$ cat src/rtl/fpgav2_prog_pkg.sv
`default_nettype none
// ============================================================================
//  Module      : fpgav2_prog_pkg
//  Description : Shared constants, state encoding and CRC-16 step function
//                for the fpgav2 configuration chain loader.
//  Revision    : 1.0 - initial release
// ============================================================================
package fpgav2_prog_pkg;

    localparam int          NUM_BITS_DEFAULT = 1480;
    localparam logic [15:0] CRC_POLY         = 16'h1021;
    localparam logic [15:0] CRC_INIT         = 16'hFFFF;

    typedef enum logic [2:0] {
        ST_IDLE   = 3'd0,
        ST_FETCH  = 3'd1,
        ST_SETUP  = 3'd2,
        ST_HIGH   = 3'd3,
        ST_LOW    = 3'd4,
        ST_FINISH = 3'd5
    } state_t;

    // One bit-serial CRC-16 step, MSB-first feedback
    function automatic logic [15:0] crc16_step(input logic [15:0] crc, input logic din);
        logic fb;
        fb = din ^ crc[15];
        return {crc[14:0], 1'b0} ^ (fb ? CRC_POLY : 16'h0000);
    endfunction

endpackage
`default_nettype wire

$ cat src/rtl/fpgav2_prog_ctrl_if.sv
`default_nettype none
// ============================================================================
//  Module      : fpgav2_prog_ctrl_if
//  Description : Byte stream handshake plus fpgav2 programming chain pins.
//                master = loader side, slave = byte source / fabric side.
//  Revision    : 1.0 - initial release
// ============================================================================
interface fpgav2_prog_ctrl_if;
    logic [7:0] cfg_data;
    logic       cfg_valid;
    logic       cfg_ready;
    logic       prog_in;
    logic       prog_clk;
    logic       prog_en;
    logic       prog_out;

    modport master (
        input  cfg_data, cfg_valid, prog_out,
        output cfg_ready, prog_in, prog_clk, prog_en
    );

    modport slave (
        output cfg_data, cfg_valid, prog_out,
        input  cfg_ready, prog_in, prog_clk, prog_en
    );
endinterface
`default_nettype wire

$ cat src/rtl/fpgav2_crc16.sv
`default_nettype none
// ============================================================================
//  Module      : fpgav2_crc16
//  Description : Bit-serial CRC-16 accumulator (poly/init from package).
//  Revision    : 1.0 - initial release
// ============================================================================
module fpgav2_crc16
    import fpgav2_prog_pkg::*;
(
    input  logic        clk,
    input  logic        rst,
    input  logic        clear,
    input  logic        en,
    input  logic        din,
    output logic [15:0] crc
);

    // Accumulate one bit per enabled cycle; clear restarts from the seed
    always_ff @(posedge clk) begin
        if (rst) begin
            crc <= CRC_INIT;
        end else if (clear) begin
            crc <= CRC_INIT;
        end else if (en) begin
            crc <= crc16_step(crc, din);
        end
    end

endmodule
`default_nettype wire

$ cat src/rtl/fpgav2_prog_ctrl.sv
`default_nettype none
// ============================================================================
//  Module      : fpgav2_prog_ctrl
//  Description : Streams NUM_BITS configuration bits into the fpgav2 chain
//                (bit 0 first) with a 3-phase prog_clk, CRCs the shifted
//                data and the readback, and reports whether the readback
//                matches the previous load.
//  Revision    : 1.0 - initial release
// ============================================================================
module fpgav2_prog_ctrl
    import fpgav2_prog_pkg::*;
#(
    parameter int NUM_BITS = NUM_BITS_DEFAULT,
    parameter int DIV      = 1
) (
    input  logic               clk,
    input  logic               rst,
    fpgav2_prog_ctrl_if.master pif,
    input  logic               start,
    output logic               busy,
    output logic               done,
    output logic               verify_valid,
    output logic               verify_ok
);

    localparam int               BIT_W      = (NUM_BITS > 1) ? $clog2(NUM_BITS) : 1;
    localparam int               DIV_W      = (DIV > 1) ? $clog2(DIV) : 1;
    localparam logic [BIT_W-1:0] LAST_BIT   = BIT_W'(NUM_BITS - 1);
    localparam logic [DIV_W-1:0] LAST_PHASE = DIV_W'(DIV - 1);

    state_t           r_state;
    logic [7:0]       r_byte;
    logic [BIT_W-1:0] r_bit_idx;
    logic [2:0]       r_bit_in_byte;
    logic [DIV_W-1:0] r_phase;
    logic             r_have_ref;
    logic [15:0]      r_ref_crc;

    logic             w_accept;
    logic             w_sample;
    logic             w_bit_val;
    logic             w_phase_last;
    logic [15:0]      w_shift_crc;
    logic [15:0]      w_rdbk_crc;

    assign w_accept     = (r_state == ST_IDLE) && start && !busy;
    // First SETUP cycle of a bit: prog_out still shows the old chain bit
    assign w_sample     = (r_state == ST_SETUP) && (r_phase == '0);
    assign w_bit_val    = r_byte[r_bit_in_byte];
    assign w_phase_last = (r_phase == LAST_PHASE);

    fpgav2_crc16 u_crc_shift (
        .clk   (clk),
        .rst   (rst),
        .clear (w_accept),
        .en    (w_sample),
        .din   (w_bit_val),
        .crc   (w_shift_crc)
    );

    fpgav2_crc16 u_crc_rdbk (
        .clk   (clk),
        .rst   (rst),
        .clear (w_accept),
        .en    (w_sample),
        .din   (pif.prog_out),
        .crc   (w_rdbk_crc)
    );

    // Load sequencer: byte fetch, per-bit SETUP/HIGH/LOW phases, finish
    always_ff @(posedge clk) begin
        if (rst) begin
            r_state       <= ST_IDLE;
            r_byte        <= '0;
            r_bit_idx     <= '0;
            r_bit_in_byte <= '0;
            r_phase       <= '0;
            r_have_ref    <= 1'b0;
            r_ref_crc     <= CRC_INIT;
            pif.prog_en   <= 1'b0;
            pif.prog_clk  <= 1'b0;
            pif.prog_in   <= 1'b0;
            pif.cfg_ready <= 1'b0;
            busy          <= 1'b0;
            done          <= 1'b0;
            verify_valid  <= 1'b0;
            verify_ok     <= 1'b0;
        end else begin
            done <= 1'b0;
            case (r_state)
                ST_IDLE: begin
                    if (w_accept) begin
                        r_state       <= ST_FETCH;
                        r_bit_idx     <= '0;
                        r_bit_in_byte <= '0;
                        r_phase       <= '0;
                        pif.prog_en   <= 1'b1;
                        pif.cfg_ready <= 1'b1;
                        busy          <= 1'b1;
                        verify_valid  <= 1'b0;
                        verify_ok     <= 1'b0;
                    end
                end
                ST_FETCH: begin
                    // prog_clk stays low and prog_in holds while stalled
                    if (pif.cfg_valid && pif.cfg_ready) begin
                        r_byte        <= pif.cfg_data;
                        r_state       <= ST_SETUP;
                        r_phase       <= '0;
                        pif.cfg_ready <= 1'b0;
                    end
                end
                ST_SETUP: begin
                    if (r_phase == '0) begin
                        pif.prog_in <= w_bit_val;
                    end
                    if (w_phase_last) begin
                        r_phase      <= '0;
                        r_state      <= ST_HIGH;
                        pif.prog_clk <= 1'b1;
                    end else begin
                        r_phase <= r_phase + DIV_W'(1);
                    end
                end
                ST_HIGH: begin
                    if (w_phase_last) begin
                        r_phase      <= '0;
                        r_state      <= ST_LOW;
                        pif.prog_clk <= 1'b0;
                    end else begin
                        r_phase <= r_phase + DIV_W'(1);
                    end
                end
                ST_LOW: begin
                    if (!w_phase_last) begin
                        r_phase <= r_phase + DIV_W'(1);
                    end else begin
                        r_phase <= '0;
                        if (r_bit_idx == LAST_BIT) begin
                            // Both CRCs are complete here; compare against the
                            // previous reference before replacing it
                            r_state      <= ST_FINISH;
                            pif.prog_en  <= 1'b0;
                            done         <= 1'b1;
                            r_ref_crc    <= w_shift_crc;
                            r_have_ref   <= 1'b1;
                            verify_valid <= r_have_ref;
                            verify_ok    <= (w_rdbk_crc == r_ref_crc);
                        end else begin
                            r_bit_idx     <= r_bit_idx + BIT_W'(1);
                            r_bit_in_byte <= r_bit_in_byte + 3'd1;
                            if (r_bit_in_byte == 3'd7) begin
                                r_state       <= ST_FETCH;
                                pif.cfg_ready <= 1'b1;
                            end else begin
                                r_state <= ST_SETUP;
                            end
                        end
                    end
                end
                ST_FINISH: begin
                    r_state <= ST_IDLE;
                    busy    <= 1'b0;
                end
                default: begin
                    r_state <= ST_IDLE;
                end
            endcase
        end
    end

endmodule
`default_nettype wire

$ cat src/flat_wrapper.sv
// flat-port wrapper written by rule: the top's interface ports become plain ports
module fpgav2_prog_ctrl_flat import fpgav2_prog_pkg::*;
#(
    parameter int NUM_BITS = NUM_BITS_DEFAULT,
    parameter int DIV      = 1
)
  (clk, rst, start, busy, done, verify_valid, verify_ok, pif_cfg_data, pif_cfg_valid, pif_prog_out, pif_cfg_ready, pif_prog_in, pif_prog_clk, pif_prog_en);
  fpgav2_prog_ctrl_if pif_i ();
  input  logic clk;
  input  logic rst;
  input  logic start;
  output logic busy;
  output logic done;
  output logic verify_valid;
  output logic verify_ok;
  input wire logic [$bits(pif_i.cfg_data)-1:0] pif_cfg_data;
  input wire logic [$bits(pif_i.cfg_valid)-1:0] pif_cfg_valid;
  input wire logic [$bits(pif_i.prog_out)-1:0] pif_prog_out;
  output wire logic [$bits(pif_i.cfg_ready)-1:0] pif_cfg_ready;
  output wire logic [$bits(pif_i.prog_in)-1:0] pif_prog_in;
  output wire logic [$bits(pif_i.prog_clk)-1:0] pif_prog_clk;
  output wire logic [$bits(pif_i.prog_en)-1:0] pif_prog_en;
  assign pif_i.cfg_data = pif_cfg_data;
  assign pif_i.cfg_valid = pif_cfg_valid;
  assign pif_i.prog_out = pif_prog_out;
  assign pif_cfg_ready = pif_i.cfg_ready;
  assign pif_prog_in = pif_i.prog_in;
  assign pif_prog_clk = pif_i.prog_clk;
  assign pif_prog_en = pif_i.prog_en;
  fpgav2_prog_ctrl #(.NUM_BITS(NUM_BITS), .DIV(DIV)) u_core (.clk(clk), .rst(rst), .pif(pif_i), .start(start), .busy(busy), .done(done), .verify_valid(verify_valid), .verify_ok(verify_ok));
endmodule
$ cat config.mk
export PLATFORM = sky130hd
export DESIGN_NAME = fpgav2_prog_ctrl_flat
export DESIGN_NICKNAME = d
export VERILOG_FILES = /design/src/rtl/fpgav2_prog_pkg.sv /design/src/rtl/fpgav2_prog_ctrl_if.sv /design/src/rtl/fpgav2_crc16.sv /design/src/rtl/fpgav2_prog_ctrl.sv /design/src/flat_wrapper.sv
export SDC_FILE = /design/constraint.sdc
export NUM_CORES = 1
export LEC_CHECK = 0
export ABC_AREA = 1
export ABC_CLOCK_PERIOD_IN_PS = 2500
export CAP_MARGIN = 15
export CORE_MARGIN = 5
export CORE_UTILIZATION = 45
export CTS_CLUSTER_DIAMETER = 50
export DETAILED_ROUTE_END_ITERATION = 12
export SETUP_SLACK_MARGIN = 0.5
export SKIP_LAST_GASP = 1
export SLEW_MARGIN = 30
export SYNTH_ARGS = -nofsm -noshare
export SYNTH_HDL_FRONTEND = slang
export SYNTH_HIERARCHICAL = 1
export SYNTH_SLANG_ARGS = --single-unit
$ cat constraint.sdc
create_clock -name clk -period 2.5 [get_ports clk]
set_clock_uncertainty 0.1 [all_clocks]
set_input_delay 0.375 -clock clk [delete_from_list [all_inputs] [get_ports clk]]
set_output_delay 0.375 -clock clk [all_outputs]
set_load 0.02 [all_outputs]
=== Word level (Yosys, flattened, before mapping) ===
Cells that the tools add are included.
Widths: inputs -> output; s select.

* Memories: 0
* Bits in registers: 83
* Bits in writable memories: 0
* Output and inout bits: 8
* Bits in latches: 0
* Memory bits (read-only): 0
* Input bits: 13
* Logic and storage cells: 110

* Muxes and demuxes: 43
* $add $sub $neg: 3
* Div/mod/pow operators: 0
* Order comparisons: 1
* $mul: 0
* Equality and inequality tests: 16
* Bitwise gates (word level): 6
* Shifts and indexed selects: 0
* Reductions and logical operators: 24

{| class="wikitable"
|+ Operators with widths
! cell !! number
|-
| $mux 11 || 3
|-
| $xor 16x13->16 || 2
|-
| $mux 3 || 9
|-
| $mux 13 || 2
|-
| $pmux 11 s2 || 1
|-
| $mux 1 || 17
|-
| $eq 16x16->1 || 1
|-
| $pmux 3 s5 || 1
|-
| $add 11x1->11 const B || 1
|-
| $eq 11x11->1 const B || 1
|-
| $ne 2x2->1 const B || 5
|-
| $pmux 1 s2 || 5
|-
| $eq 3x3->1 const B || 3
|-
| $reduce_and 3->1 || 3
|-
| $reduce_and 4->1 || 2
|-
| $eq 3x2->1 const B || 2
|-
| $ne 2x1->1 const B || 3
|-
| $pmux 1 s3 || 2
|-
| $pmux 3 s2 || 1
|-
| $reduce_and 2->1 || 3
|-
| $reduce_and 6->1 || 1
|-
| $reduce_bool 2->1 || 3
|-
| $reduce_bool 3->1 || 2
|-
| $reduce_or 3->1 || 2
|-
| 13 further kinds || 18
|}

=== Logic depth before layout (Yosys ltp) ===
Gate-level depths: netlist of run 1.

* Word-level depth: 5
* Mapped depth: 12
* Mapped depth without buffers: 12

=== By module ===
The synthesis of run 1 kept the hierarchy.

{| class="wikitable"
|+ Modules (own cells, without submodules)
! module !! instances !! sequential area each (µm²) !! area each (µm²) !! cells each
|-
| fpgav2_prog_ctrl || 1 || 1,001.0 || 2,444.8 || 353
|-
| fpgav2_crc16 || 2 || 320.3 || 720.7 || 80
|}

=== Least setup slack after synthesis of run 1 ===
Ideal clock, no wire load.

* Kind: register -> register
* From: register u_core.r_bit_idx[0]
* To: register u_core.r_ref_crc[10]
* Cell stages (with the launch flop): 8
* Clock period less this slack: 1.505 ns
* Path buffers: 1
* Arrival time: 1.275 ns
* Slack: 0.995 ns
* Library setup time: 0.130 ns
* Cell sequence: dfxtp_1 ha_1 nand3_1 nor3_1 nand3_2 buf_2 nand2_1 nand3_1

* Cells in the longest elaborated chain, start to end: 2

{| class="wikitable"
|+ RTL lines
! item !! line !! text
|-
| start, declared || fpgav2_prog_ctrl.sv:33 || <nowiki>logic [BIT_W-1:0] r_bit_idx;</nowiki>
|-
| start signal, assigned || fpgav2_prog_ctrl.sv:150 || <nowiki>r_bit_idx <= r_bit_idx + BIT_W'(1);</nowiki>
|-
| $eq 11x11->1 || fpgav2_prog_ctrl.sv:139 || <nowiki>if (r_bit_idx == LAST_BIT) begin</nowiki>
|-
| $reduce_and 3->1 (no line) || - ||
|-
| end signal, assigned || fpgav2_prog_ctrl.sv:145 || <nowiki>r_ref_crc <= w_shift_crc;</nowiki>
|-
| end, declared || fpgav2_prog_ctrl.sv:37 || <nowiki>logic [15:0] r_ref_crc;</nowiki>
|}

No other way between the ends.
A chain may end at the register's enable or synchronous reset.

=== Worst setup path in the final report of run 1 ===
* From: register u_core.pif.cfg_ready
* To: output pif_cfg_ready

{| class="wikitable"
|+ RTL lines
! item !! line !! text
|-
| start, declared || fpgav2_prog_ctrl_if.sv:19 || <nowiki>output cfg_ready, prog_in, prog_clk, prog_en</nowiki>
|-
| start signal, assigned || fpgav2_prog_ctrl.sv:83 || <nowiki>pif.cfg_ready <= 1'b0;</nowiki>
|-
| start signal, assigned || fpgav2_prog_ctrl.sv:98 || <nowiki>pif.cfg_ready <= 1'b1;</nowiki>
|-
| start signal, assigned || fpgav2_prog_ctrl.sv:110 || <nowiki>pif.cfg_ready <= 1'b0;</nowiki>
|-
| end, declared || flat_wrapper.sv:19 || <nowiki>output wire logic [$bits(pif_i.cfg_ready)-1:0] pif_cfg_ready;</nowiki>
|}

No word-level cell between the ends.

==> summary.txt, run 1 <==
Setup path
  – Cell family with most CP delay: buffers and inverters
  – Reg2reg start: u_core/r_bit_idx[0]$_SDFFE_PP0P_
  – Critical Path, Cell by Cell: clkdlybuf4s50_1
  – Worst endpoint required time: 2.03 ns
  – Arrival time worst endpoint: 1.35 ns
  – Worst path max stage delay: 0.63 ns
  – CP bufs+invs: 1
  – Crit. Startpoint: u_core/pif.cfg_ready$_SDFFE_PP0P_
  – Crit end category: primary output
  – Reg-to-reg setup timing slack: ~0.7 ns
  – Worst r2r dst: u_core/r_bit_idx[8]$_SDFFE_PP0P_
  – R2R cell count: 10
  – CP max stage cell: clkdlybuf4s50_1
  – Startpoint Class: flip-flop
  – Setup CP Type: flip-flop to primary output
  – Crit-path max FO: 3

Route
  – WL final: 7910 um
  – Antenna-violating nets left: 0
  – Via density per instance: 4.95
  – Routed wire per std cell: roughly 12 um
  – DRT iter0 DRCs: 176
  – DRC Markers: 0
  – Vias: 3202
  – First drt pass iteration count: 4

Yosys
  – Mapped Nets: 529
  – Cell variety after synth: 30
  – Main combinational cell family by area after synthesis: simple AND/OR/NAND/NOR gates
  – Top cell type by total area after synthesis: dfxtp_1
  – Mapped Area: 3890 um2
  – Post-synthesis compound-gate area fraction: 0.0779
  – Ranking of synthesized cells by area: dfxtp_1 42%, nand2_1 11%, nand3_1 7.2%
  – Simple-Gate Fraction of Synth Area: 0.377
  – Yosys reg bits: 82
  – Yosys top cell area share: 0.422
  – Seq/Total Area, Yosys: 0.422
  – XOR/XNOR Fraction of Synth Area: 0.0248
  – Post-Syn Instances: 513
  – Avg Cell Area, Syn: about 7.6 um2
  – Synth warn: 6
  – Multiplexer share of the synthesized area: 0
  – Synth Area in Adders: 0.00966

Clock network
  – Root buf cell: clkbuf_8
  – Post-CTS Resized: 0
  – TritonCTS clock tree: built
  – Postcts setup bufs: 0
  – Hold buffer count at CTS: 0
  – Clock Latency Late Sink: between 0.3 and 0.4 ns
  – TritonCTS Buffers: 9
  – Clk sinks: 82
  – CTS Buffer Depth: 2
  – CTS H-tree lvls: 3
  – Clk slew on worst S/H paths: 0.08 ns

Power and ir drop
  – Pwr per Cell Area: 678 nW/um2
  – Peak supply drop: 0.253 mV
  – Static Leak: approximately 1.9 nW

Floorplanning
  – Chip height: 103 um
  – Die area: 10600 um2
  – # IOs: 21
  – Starting Density: 0.454
  – Die Wd: 103 um
  – Core ar.: 8550 um2
  – Row count: 34

Timing
  – Slew HR: 0.625
  – Setup_tns: 0 ns
  – Worst slew pin tran: 0.562 ns
  – Final Max Slew Viols: 0
  – Final Setup Violations: 0
  – RSZ-0062 raised after global routing: no
  – Final hold violations: 0
  – Hold WS: 0.359 ns
  – Fin crit period: 1.83 ns
  – Fmax: about 550 MHz
  – Fin crit share: 0.732

Placement
  – Final GP Congestion: 0.829
  – Port buffer count: 20
  – HPWL reported at the end of detailed placement: 5580 um

Min path
  – WHS Path Cells: 2
  – Min-delay src: u_core/r_have_ref$_SDFFE_PP0P_
  – Hold EP: u_core/r_have_ref$_SDFFE_PP0P_
  – Worst hold path type: flip-flop to flip-flop

GRT
  – Total track usage: 0.159
  – First-pass GRT wire length: 13400 um
  – Total grt overflow: 0
  – Initial antenna violation count: 0
  – Largest net degree at the start of global routing: 37
  – Vias in the first global route: 2828

Flow run
  – Number of max-cap violations: 0

Finish
  – Fraction of layout cells with a size suffix above 1: 0.173
  – Layout area overhead: 11.4%
  – Antenna Cells: 0
  – Final #Nets: 551

Status
  – Status: finished, final reports clean
-- cells in the mapped netlist --
cell type and instances:
a21oi_1 25, a22oi_1 1, a31oi_1 2, buf_2 5
buf_6 8, buf_8 2, clkbuf_1 3, clkinv_1 1
dfxtp_1 82, ha_1 3, inv_1 35, inv_2 10
inv_4 2, nand2_1 109, nand2_2 23, nand2_4 1
nand3_1 56, nand3_2 25, nand3b_1 5, nand4_1 4
nor2_1 60, nor2_2 2, nor2_4 5, nor3_1 3
o211ai_1 2, o21a_1 1, o21ai_0 19, o21ai_1 8
xnor2_1 6, xor2_1 5
-- report_power, final --
part | total, mW | switching [mW] | internal, mW
sequential | 1.45 | 0.0734 | 1.38
clock | 0.950 | 0.471 | 0.480
combinational | 0.531 | 0.335 | 0.196
total | 2.94 | 0.879 | 2.06
-- layer usage --
| layer | part of all wire | up-vias | track usage | wire (um) |
|---|---|---|---|---|
| met2 | 0.40 | 45 | 0.218 | 3180 |
| met5 | 0 | - | 0 | 0 |
| met1 | 0.55 | 1449 | 0.241 | 4330 |
| met3 | 0.036 | 10 | 0.0332 | 287 |
| li1 | - | 1698 | - | - |
| met4 | 0.015 | 0 | 0.0598 | 120 |
-- worst max path at each step --
stage / end / slack (ns) / cells past startpoint
6_report: pif_cfg_ready / 0.67 / 1
5_1_grt: u_core/r_bit_idx[2]$_SDFFE_PP0P_ / 0.54 / 9
4_1_cts: pif_cfg_ready / 0.65 / 1
3_5_place_dp: u_core/u_crc_rdbk/crc[11]$_SDFFE_PP1P_ / 0.55 / 6
3_3_place_gp: u_core/u_crc_rdbk/crc[11]$_SDFFE_PP1P_ / 0.57 / 6
2_1_floorplan: u_core/r_ref_crc[10]$_SDFFE_PP1P_ / 1.0 / 7
-- sequential cells by signal, indices dropped and copies added (netlist names) --
| signal | count |
|---|---|
| u_core/busy | 1 |
| u_core/done | 1 |
| u_core/pif.cfg_ready | 1 |
| u_core/pif.prog_clk | 1 |
| u_core/pif.prog_en | 1 |
| u_core/pif.prog_in | 1 |
| u_core/r_bit_idx | 11 |
| u_core/r_bit_in_byte | 3 |
| u_core/r_byte | 8 |
| u_core/r_have_ref | 1 |
| u_core/r_ref_crc | 16 |
| u_core/r_state | 3 |
| u_core/u_crc_rdbk/crc | 16 |
| u_core/u_crc_shift/crc | 16 |
| u_core/verify_ok | 1 |
| u_core/verify_valid | 1 |
-- per-stage QoR --
step | cells | setup slack [ns] | area, um2 | power (mW) | util
final | 647 | 0.671 | 4330 | 2.94 | 0.506
after global routing | 647 | 0.539 | 4330 | 3.10 | 0.506
after CTS | 647 | 0.647 | 4330 | 2.97 | 0.506
after detailed placement | 632 | 0.547 | 4140 | 2.01 | 0.484
after global placement | 632 | 0.574 | 4140 | 2.01 | 0.484
after floorplan | 513 | 0.995 | 3890 | 1.89 | -
-- kinds of logic after synthesis --
group           Yosys count
flops                    82
buf+inv                  66
fa+ha+maj                 3
simple gates            293
compound gates           58
xor+xnor                 11
-- final cells by class --
class / count / area, um2
Fill cell: 857 / 4220
Tap cell: 108 / 135
Clock inverter: 5 / 55.1
Sequential cell: 82 / 1640
Clock buffer: 10 / 138
Multi-Input combinational cell: 365 / 1910
Timing Repair Buffer: 29 / 268
Inverter: 48 / 185
-- layout by cell type, fill, tap and decap left out --
cell type / netlist / layout
o21a_1: 1 / 1
nand2_2: 23 / 23
ha_1: 3 / 3
a22oi_1: 1 / 1
inv_1: 35 / 35
dfxtp_1: 82 / 82
xnor2_1: 6 / 6
bufinv_16: 0 / 1
nor2_1: 60 / 59
o21ai_0: 19 / 19
nand3_1: 56 / 56
clkdlybuf4s50_1: 0 / 20
nand4_1: 4 / 4
nand2_4: 1 / 1
nand3_2: 25 / 25
nand3b_1: 5 / 5
inv_4: 2 / 2
nor2_4: 5 / 5
nand2_1: 109 / 109
buf_4: 0 / 9
clkinvlp_4: 0 / 2
inv_2: 10 / 10
a31oi_1: 2 / 2
nor3_1: 3 / 3
clkinv_2: 0 / 2
o211ai_1: 2 / 2
a21oi_1: 25 / 25
clkbuf_8: 0 / 10
clkinv_1: 1 / 1
xor2_1: 5 / 5
o21ai_1: 8 / 8
nor2_2: 2 / 3
(Power assumes the default switching activity.)
==> run 2, diff against run 1 <==
--- a/config.mk
+++ b/config.mk
@@ -6,7 +6,7 @@
 export NUM_CORES = 1
 export LEC_CHECK = 0
 export ABC_AREA = 1
-export ABC_CLOCK_PERIOD_IN_PS = 2500
+export ABC_CLOCK_PERIOD_IN_PS = 1700
 export CAP_MARGIN = 15
 export CORE_MARGIN = 5
 export CORE_UTILIZATION = 45
==> constraint.sdc (replaced) <==
create_clock -name clk -period 1.7 [get_ports clk]
set_clock_uncertainty 0.1 [all_clocks]
set_input_delay 0.255 -clock clk [delete_from_list [all_inputs] [get_ports clk]]
set_output_delay 0.255 -clock clk [all_outputs]
set_load 0.02 [all_outputs]
==> run 2 against run 1 <==
Sequential cell count unchanged. Worst hold slack gained 0.014 ns. Combinational power up 140%. Critical endpoint is now u_core/r_bit_idx[10]$_SDFFE_PP0P_. Global-route usage up 3.8 points. Largest power group unchanged.
==> summary.txt, run 2 (synthesis gave the netlist of run 1 again) <==
Finish
  – Antenna Cells: 0 (unchanged)
  – Commonest non-fill, non-tap cell in the layout: nand2_1 (unchanged)
  – Final #Nets: 614 (was 551)
  – Layout area overhead: 46.5% (was 11.4%)
  – Core Util, Final: 0.666 (was 0.506)
  – Fill count: 635 (was 857)
  – Fraction of layout cells with a size suffix above 1: 0.434 (was 0.173)
  – Largest regs: u_core/r_ref_crc: 16 flops, u_core/u_crc_rdbk/crc: 16 flops, u_core/u_crc_shift/crc: 16 flops (unchanged)
  – Commonest non-fill, non-tap cells in the layout: 96 x nand2_1, 63 x dfxtp_1, 47 x nor2_1, 41 x nand3_1, 37 x nand3_2 (was 109 x nand2_1, 82 x dfxtp_1, 59 x nor2_1, 56 x nand3_1, 35 x inv_1)

Placement
  – Final GP Congestion: 0.832 (was 0.829)
  – HPWL reported at the end of detailed placement: 5860 um (was 5580 um)
  – Port buffer count: 20 (unchanged)

Setup path
  – Worst path max stage delay: 0.37 ns (was 0.63 ns)
  – CP max stage cell: dfxtp_4 (was clkdlybuf4s50_1)
  – Crit-path max FO: 3 (unchanged)
  – Setup CP Type: flip-flop to flip-flop (was flip-flop to primary output)
  – Startpoint Class: flip-flop (unchanged)
  – Crit end category: flip-flop (was primary output)
  – Critical Path, Cell by Cell: ha_4, nand2_4, nor2_4, inv_2, nor2_4, nand3_2, nor2_1, nand3_1, nor2_1, nor2_1 (was clkdlybuf4s50_1)
  – Worst endpoint required time: 1.86 ns (was 2.03 ns)
  – Arrival time worst endpoint: 1.71 ns (was 1.35 ns)
  – CP most frequent cell: nor2_1

Clock network
  – CTS H-tree lvls: 3 (unchanged)
  – CTS Buffer Depth: 2 (unchanged)
  – TritonCTS Buffers: 9 (unchanged)
  – Clk slew on worst S/H paths: 0.09 ns (was 0.08 ns)
  – Clock Latency Late Sink: 0.35 ns (about the same)
  – Root buf cell: clkbuf_8 (unchanged)
  – TritonCTS clock tree: built (unchanged)
  – Clk sinks: 82 (unchanged)
  – Hold buffer count at CTS: 0 (unchanged)

Timing
  – Setup_tns: 0 ns (unchanged)
  – Final Setup Violations: 0 (unchanged)
  – Worst slew pin tran: 0.284 ns (was 0.562 ns)
  – Fin crit period: 1.56 ns
  – Final Max Slew Viols: 0 (unchanged)
  – Slew HR: 0.810 (was 0.625)
  – Final hold violations: 0 (unchanged)
  – RSZ-0062 raised after global routing: yes (was no)
  – Fin crit share: 0.915
  – Fmax: 643 MHz

Route
  – Antenna-violating nets left: 0 (unchanged)
  – WL final: 11000 um (was 7910 um)
  – DRC Markers: 0 (unchanged)
  – Routed wire per std cell: 15.5 um (was 12.2 um)
  – Via density per instance: 5.25 (was 4.95)
  – First drt pass iteration count: 4 (unchanged)
  – Vias: 3730 (was 3202)
  – DRT iter0 DRCs: 162 (was 176)

Power and ir drop
  – Clk pwr share: 0.303 (was 0.324)
  – Sw Ratio: 0.321 (was 0.299)
  – Cell Int Power: 3.37 mW (was 2.06 mW)
  – Comb power frac: 0.261 (was 0.181)
  – Static Leak: 2.42 nW (was 1.88 nW)
  – Psw: 1.60 mW (was 0.879 mW)
  – Pwr per Cell Area: 873 nW/um2 (was 678 nW/um2)
  – Seq pwr share: 0.436 (was 0.495)
  – Peak supply drop: 0.498 mV (was 0.253 mV)

Min path
  – Worst hold path type: input port to flip-flop (was flip-flop to flip-flop)

GRT
  – Vias in the first global route: 3473 (was 2828)
  – First-pass GRT wire length: 16500 um (was 13400 um)
  – Largest net degree at the start of global routing: 37 (unchanged)
  – Total grt overflow: 0 (unchanged)
  – Initial antenna violation count: 0 (unchanged)
  – Total track usage: 0.197 (was 0.159)

Floorplanning
  – Row count: 34 (unchanged)
  – Starting Density: 0.454 (unchanged)
  – Die Wd: 103 um (unchanged)
  – # IOs: 21 (unchanged)
  – Die area: 10600 um2 (unchanged)
  – Chip height: 103 um (unchanged)
  – Core ar.: 8550 um2 (unchanged)

Status
  – Status: finished, final reports clean (unchanged)

Flow run
  – Number of max-cap violations: 0 (unchanged)
## run 2: critical path, delay by kind of cell (launching register included)
family / cells / cell delay (ns)
simple gates: 8 / 0.77
flops: 1 / 0.37
fa+ha+maj: 1 / 0.17
buf+inv: 1 / 0.06
## run 2: layout make-up
| class | count | area, um2 | share of cell area |
|---|---|---|---|
| clock buffers | 10 | 138 | 0.0242 |
| clock inverters | 6 | 72.6 | 0.0127 |
| inverters | 48 | 235 | 0.0413 |
| multi-input cells | 369 | 2380 | 0.417 |
| flip-flops and latches | 82 | 1680 | 0.296 |
| well taps | 108 | 135 | 0.0237 |
| repair buffers | 87 | 1050 | 0.184 |
| repair inverters | 1 | 3.75 | 0.000659 |
## run 2: worst paths after layout
check / slack [ns] / start / depth (start not counted) / endpoint
max: 0.14 / u_core/r_bit_idx[0]$_SDFFE_PP0P_ / 10 / u_core/r_bit_idx[10]$_SDFFE_PP0P_
min: 0.37 / pif_cfg_data[6] / 3 / u_core/r_byte[6]$_SDFFE_PP0P_
max reg2reg: 0.14 / u_core/r_bit_idx[0]$_SDFFE_PP0P_ / 10 / u_core/r_bit_idx[10]$_SDFFE_PP0P_
min reg2reg: 0.37 / u_core/r_have_ref$_SDFFE_PP0P_ / 2 / u_core/r_have_ref$_SDFFE_PP0P_
## run 2: power by group through the flow
stage	clock, mW	sequential (mW)	combinational, mW
after floorplan	0	2.19	0.637
after global placement	0	2.19	0.831
after detailed placement	0	2.20	0.850
after CTS	1.54	2.16	1.13
after global routing	1.61	2.19	1.40
final	1.51	2.17	1.30
## run 2: per-layer routing
layer / vias up / wire length, um / track usage
li1: 1844 / - / -
met1: 1766 / 4800 / 0.263
met2: 96 / 5480 / 0.322
met3: 24 / 447 / 0.0325
met4: 0 / 285 / 0.0667
met5: - / 0 / 0
## run 2: per-stage QoR
stage               hold WS (ns)  area [um2]  setup slack, ns  std cells  total power, mW
finish                     0.372        5690            0.144        711             4.97
global route               0.379        5690           0.0839        711             5.20
CTS                        0.354        5280            0.194        695             4.82
detailed placement         0.346        4310           0.0534        639             3.05
global placement           0.337        4310           0.0737        639             3.02
floorplan                  0.271        3990            0.300        513             2.83
## run 2: what timing repair did
action	in CTS	in global routing
cloned	8	5
pin swaps	32	35
resized for setup	141	64
endpoints found under the setup margin	89	89
setup buffers	32	11
==> run 3, diff against run 2 <==
--- a/config.mk
+++ b/config.mk
@@ -8,9 +8,9 @@
 export ABC_AREA = 1
 export ABC_CLOCK_PERIOD_IN_PS = 1700
 export CAP_MARGIN = 15
-export CORE_MARGIN = 5
 export CORE_UTILIZATION = 45
 export CTS_CLUSTER_DIAMETER = 50
+export CTS_CLUSTER_SIZE = 20
 export DETAILED_ROUTE_END_ITERATION = 12
 export SETUP_SLACK_MARGIN = 0.5
 export SKIP_LAST_GASP = 1
==> run 3 against run 2 <==
Register-to-register slack worse by 0.02 ns. Via count down 0.24%. Power up 5.3%. Sequential power about the same.
==> summary.txt, run 3 (synthesis gave the netlist of run 1 again) <==
GRT
  – Initial antenna violation count: 0 (unchanged)
  – Total grt overflow: 0 (unchanged)
  – Largest net degree at the start of global routing: 27 (was 37)
  – First-pass GRT wire length: 16100 um (was 16500 um)
  – Vias in the first global route: 3398 (was 3473)
  – Total track usage: 0.233 (was 0.197)

Finish
  – Largest regs: u_core/r_ref_crc: 16 flops, u_core/u_crc_rdbk/crc: 16 flops, u_core/u_crc_shift/crc: 16 flops (unchanged)
  – Antenna Cells: 0 (unchanged)
  – Non-filler cells, final: 720 (was 711)
  – Final #Nets: 626 (was 614)
  – Core Util, Final: 0.717 (was 0.666)
  – Commonest non-fill, non-tap cell in the layout: nand2_1 (unchanged)
  – Fraction of layout cells with a size suffix above 1: 0.478 (was 0.434)
  – Commonest non-fill, non-tap cells in the layout: 85 x nand2_1, 62 x dfxtp_1, 48 x nor2_1, 43 x nand3_2, 36 x nand2_2 (was 96 x nand2_1, 63 x dfxtp_1, 47 x nor2_1, 41 x nand3_1, 37 x nand3_2)
  – Layout area overhead: 53.2% (was 46.5%)

Timing
  – Fin crit period: 1.57 ns (was 1.56 ns)
  – Slew HR: 0.796 (was 0.810)
  – RSZ-0062 raised after global routing: yes (unchanged)
  – Worst slew pin tran: 0.306 ns (was 0.284 ns)
  – Final hold violations: 0 (unchanged)
  – Setup_tns: 0 ns (unchanged)
  – Fmax: 635 MHz (was 643 MHz)
  – Final Max Slew Viols: 0 (unchanged)
  – Final Setup Violations: 0 (unchanged)
  – Fin crit share: 0.926 (was 0.915)
  – Hold WS: 0.360 ns (was 0.372 ns)

Setup path
  – CP max stage cell: dfxtp_4 (unchanged)
  – Worst endpoint required time: 1.87 ns (was 1.86 ns)
  – Crit end category: flip-flop (unchanged)
  – Arrival time worst endpoint: 1.75 ns (was 1.71 ns)
  – R2R cell count: 11 (was 10)
  – Setup CP Type: flip-flop to flip-flop (unchanged)
  – Startpoint Class: flip-flop (unchanged)
  – Worst path max stage delay: 0.38 ns (was 0.37 ns)
  – Number of stages on the worst setup path: 11 (was 10)
  – Crit-path max FO: 8 (was 3)
  – Cell family with most CP delay: simple AND/OR/NAND/NOR gates (unchanged)
  – Critical Path, Cell by Cell: ha_4, nand2_4, inv_4, nand3_4, nand2_8, buf_12, nand2_8, nand3_1, nand2_1, nand2_1, nor2_1 (was ha_4, nand2_4, nor2_4, inv_2, nor2_4, nand3_2, nor2_1, nand3_1, nor2_1, nor2_1)
  – CP bufs+invs: 2 (was 1)

Placement
  – Port buffer count: 20 (unchanged)
  – Final GP Congestion: 0.813 (was 0.832)
  – HPWL reported at the end of detailed placement: 5980 um (was 5860 um)
  – Cells after DPL: 638 (was 639)

Floorplanning
  – Row count: 33 (was 34)
  – Core ar.: 8300 um2 (was 8550 um2)
  – Starting Density: 0.468 (was 0.454)
  – Chip height: 94.9 um (was 103 um)
  – Die Wd: 94.9 um (was 103 um)
  – # IOs: 21 (unchanged)
  – Die area: 9010 um2 (was 10600 um2)

Power and ir drop
  – Static Leak: 2.51 nW (was 2.42 nW)
  – Clk pwr share: 0.306 (was 0.303)
  – Seq pwr share: 0.414 (was 0.436)
  – Comb power frac: 0.279 (was 0.261)
  – PnR Total Power: 5.23 mW (was 4.97 mW)
  – Psw: 1.68 mW (was 1.60 mW)
  – Cell Int Power: 3.55 mW (was 3.37 mW)
  – Peak supply drop: 0.482 mV (was 0.498 mV)
  – Sw Ratio: 0.322 (was 0.321)
  – Pwr per Cell Area: 879 nW/um2 (was 873 nW/um2)

Clock network
  – Clk slew on worst S/H paths: 0.09 ns (about the same)
  – Root buf cell: clkbuf_8 (unchanged)
  – CTS H-tree lvls: 3 (unchanged)
  – TritonCTS Buffers: 9 (unchanged)
  – TritonCTS clock tree: built (unchanged)
  – Hold buffer count at CTS: 0 (unchanged)
  – Clk sinks: 82 (unchanged)
  – CTS Buffer Depth: 2 (unchanged)
  – Clock Latency Late Sink: 0.36 ns (was 0.35 ns)

Route
  – Via density per instance: 5.17 (was 5.25)
  – DRC Markers: 0 (unchanged)
  – Antenna-violating nets left: 0 (unchanged)
  – Routed wire per std cell: 15.3 um (was 15.5 um)
  – WL final: 11000 um (about the same)
  – Vias: 3721 (was 3730)
  – DRT iter0 DRCs: 153 (was 162)
  – First drt pass iteration count: 4 (unchanged)

Min path
  – WHS Path Cells: 3 (unchanged)
  – Worst hold path type: input port to flip-flop (unchanged)

Status
  – Status: finished, final reports clean (unchanged)

Flow run
  – Number of max-cap violations: 0 (unchanged)
## run 3: cell types whose count changed in the layout (fill, tap and decap cells not counted), sizes merged
| cell | delta |
|---|---|
| clkinvlp | -1 |
| buf | +15 |
| inv | -1 |
| clkbuf | -2 |
| bufbuf | -1 |
| clkinv | +2 |
## run 3: per-layer routing
| layer | vias to the layer above | GRT usage | wire length [um] | part of all wire |
|---|---|---|---|---|
| met2 | 63 | 0.385 | 5510 | 0.50 |
| met5 | - | 0 | 0 | 0 |
| li1 | 1867 | - | - | - |
| met1 | 1770 | 0.304 | 4940 | 0.45 |
| met4 | 0 | 0.0934 | 278 | 0.025 |
| met3 | 21 | 0.0330 | 294 | 0.027 |
## run 3: timing repair
action,in CTS,in global routing
cloned,10,2
pin swaps,24,56
setup endpoints to repair,89,90
gates resized for setup,128,124
setup buffers,37,17
hold endpoints to repair,0,0
## run 3: power by group through the flow
stage	registers (mW)	clock network (mW)	logic [mW]
after global routing	2.18	1.73	1.56
after floorplan	2.19	0	0.637
after CTS	2.16	1.62	1.22
after detailed placement	2.20	0	0.855
after global placement	2.20	0	0.840
final	2.17	1.60	1.46
## run 3: path summary, 6_finish.rpt
path	start	to	slack (ns)
worst max-delay path	u_core/r_bit_idx[1]$_SDFFE_PP0P_	u_core/r_bit_idx[10]$_SDFFE_PP0P_	0.13
worst min-delay path	pif_cfg_data[5]	u_core/r_byte[5]$_SDFFE_PP0P_	0.36
worst max register to register	u_core/r_bit_idx[1]$_SDFFE_PP0P_	u_core/r_bit_idx[10]$_SDFFE_PP0P_	0.13
worst min register to register	u_core/pif.cfg_ready$_SDFFE_PP0P_	u_core/pif.cfg_ready$_SDFFE_PP0P_	0.38
## run 3: area by class of cell
class / instances / area, um2
Multi-Input combinational cell: 369 / 2490
Inverter: 48 / 230
Clock inverter: 6 / 78.8
Timing Repair Buffer: 99 / 1180
Timing Repair inverter: 1 / 8.76
Fill cell: 582 / 2340
Tap cell: 105 / 131
Clock buffer: 10 / 149
Sequential cell: 82 / 1690
## run 3: per-stage QoR
stage | setup slack, ns | area (um2)
CTS | 0.210 | 5340
floorplan | 0.300 | 3990
global route | 0.000580 | 5950
finish | 0.125 | 5950
global placement | 0.0922 | 4310
detailed placement | 0.0593 | 4310
## run 3: worst min-delay path, delay by kind of cell
kind	cells	cell delay, ns
buffers and inverters	1	0.40
and+or+nand+nor	2	0.14
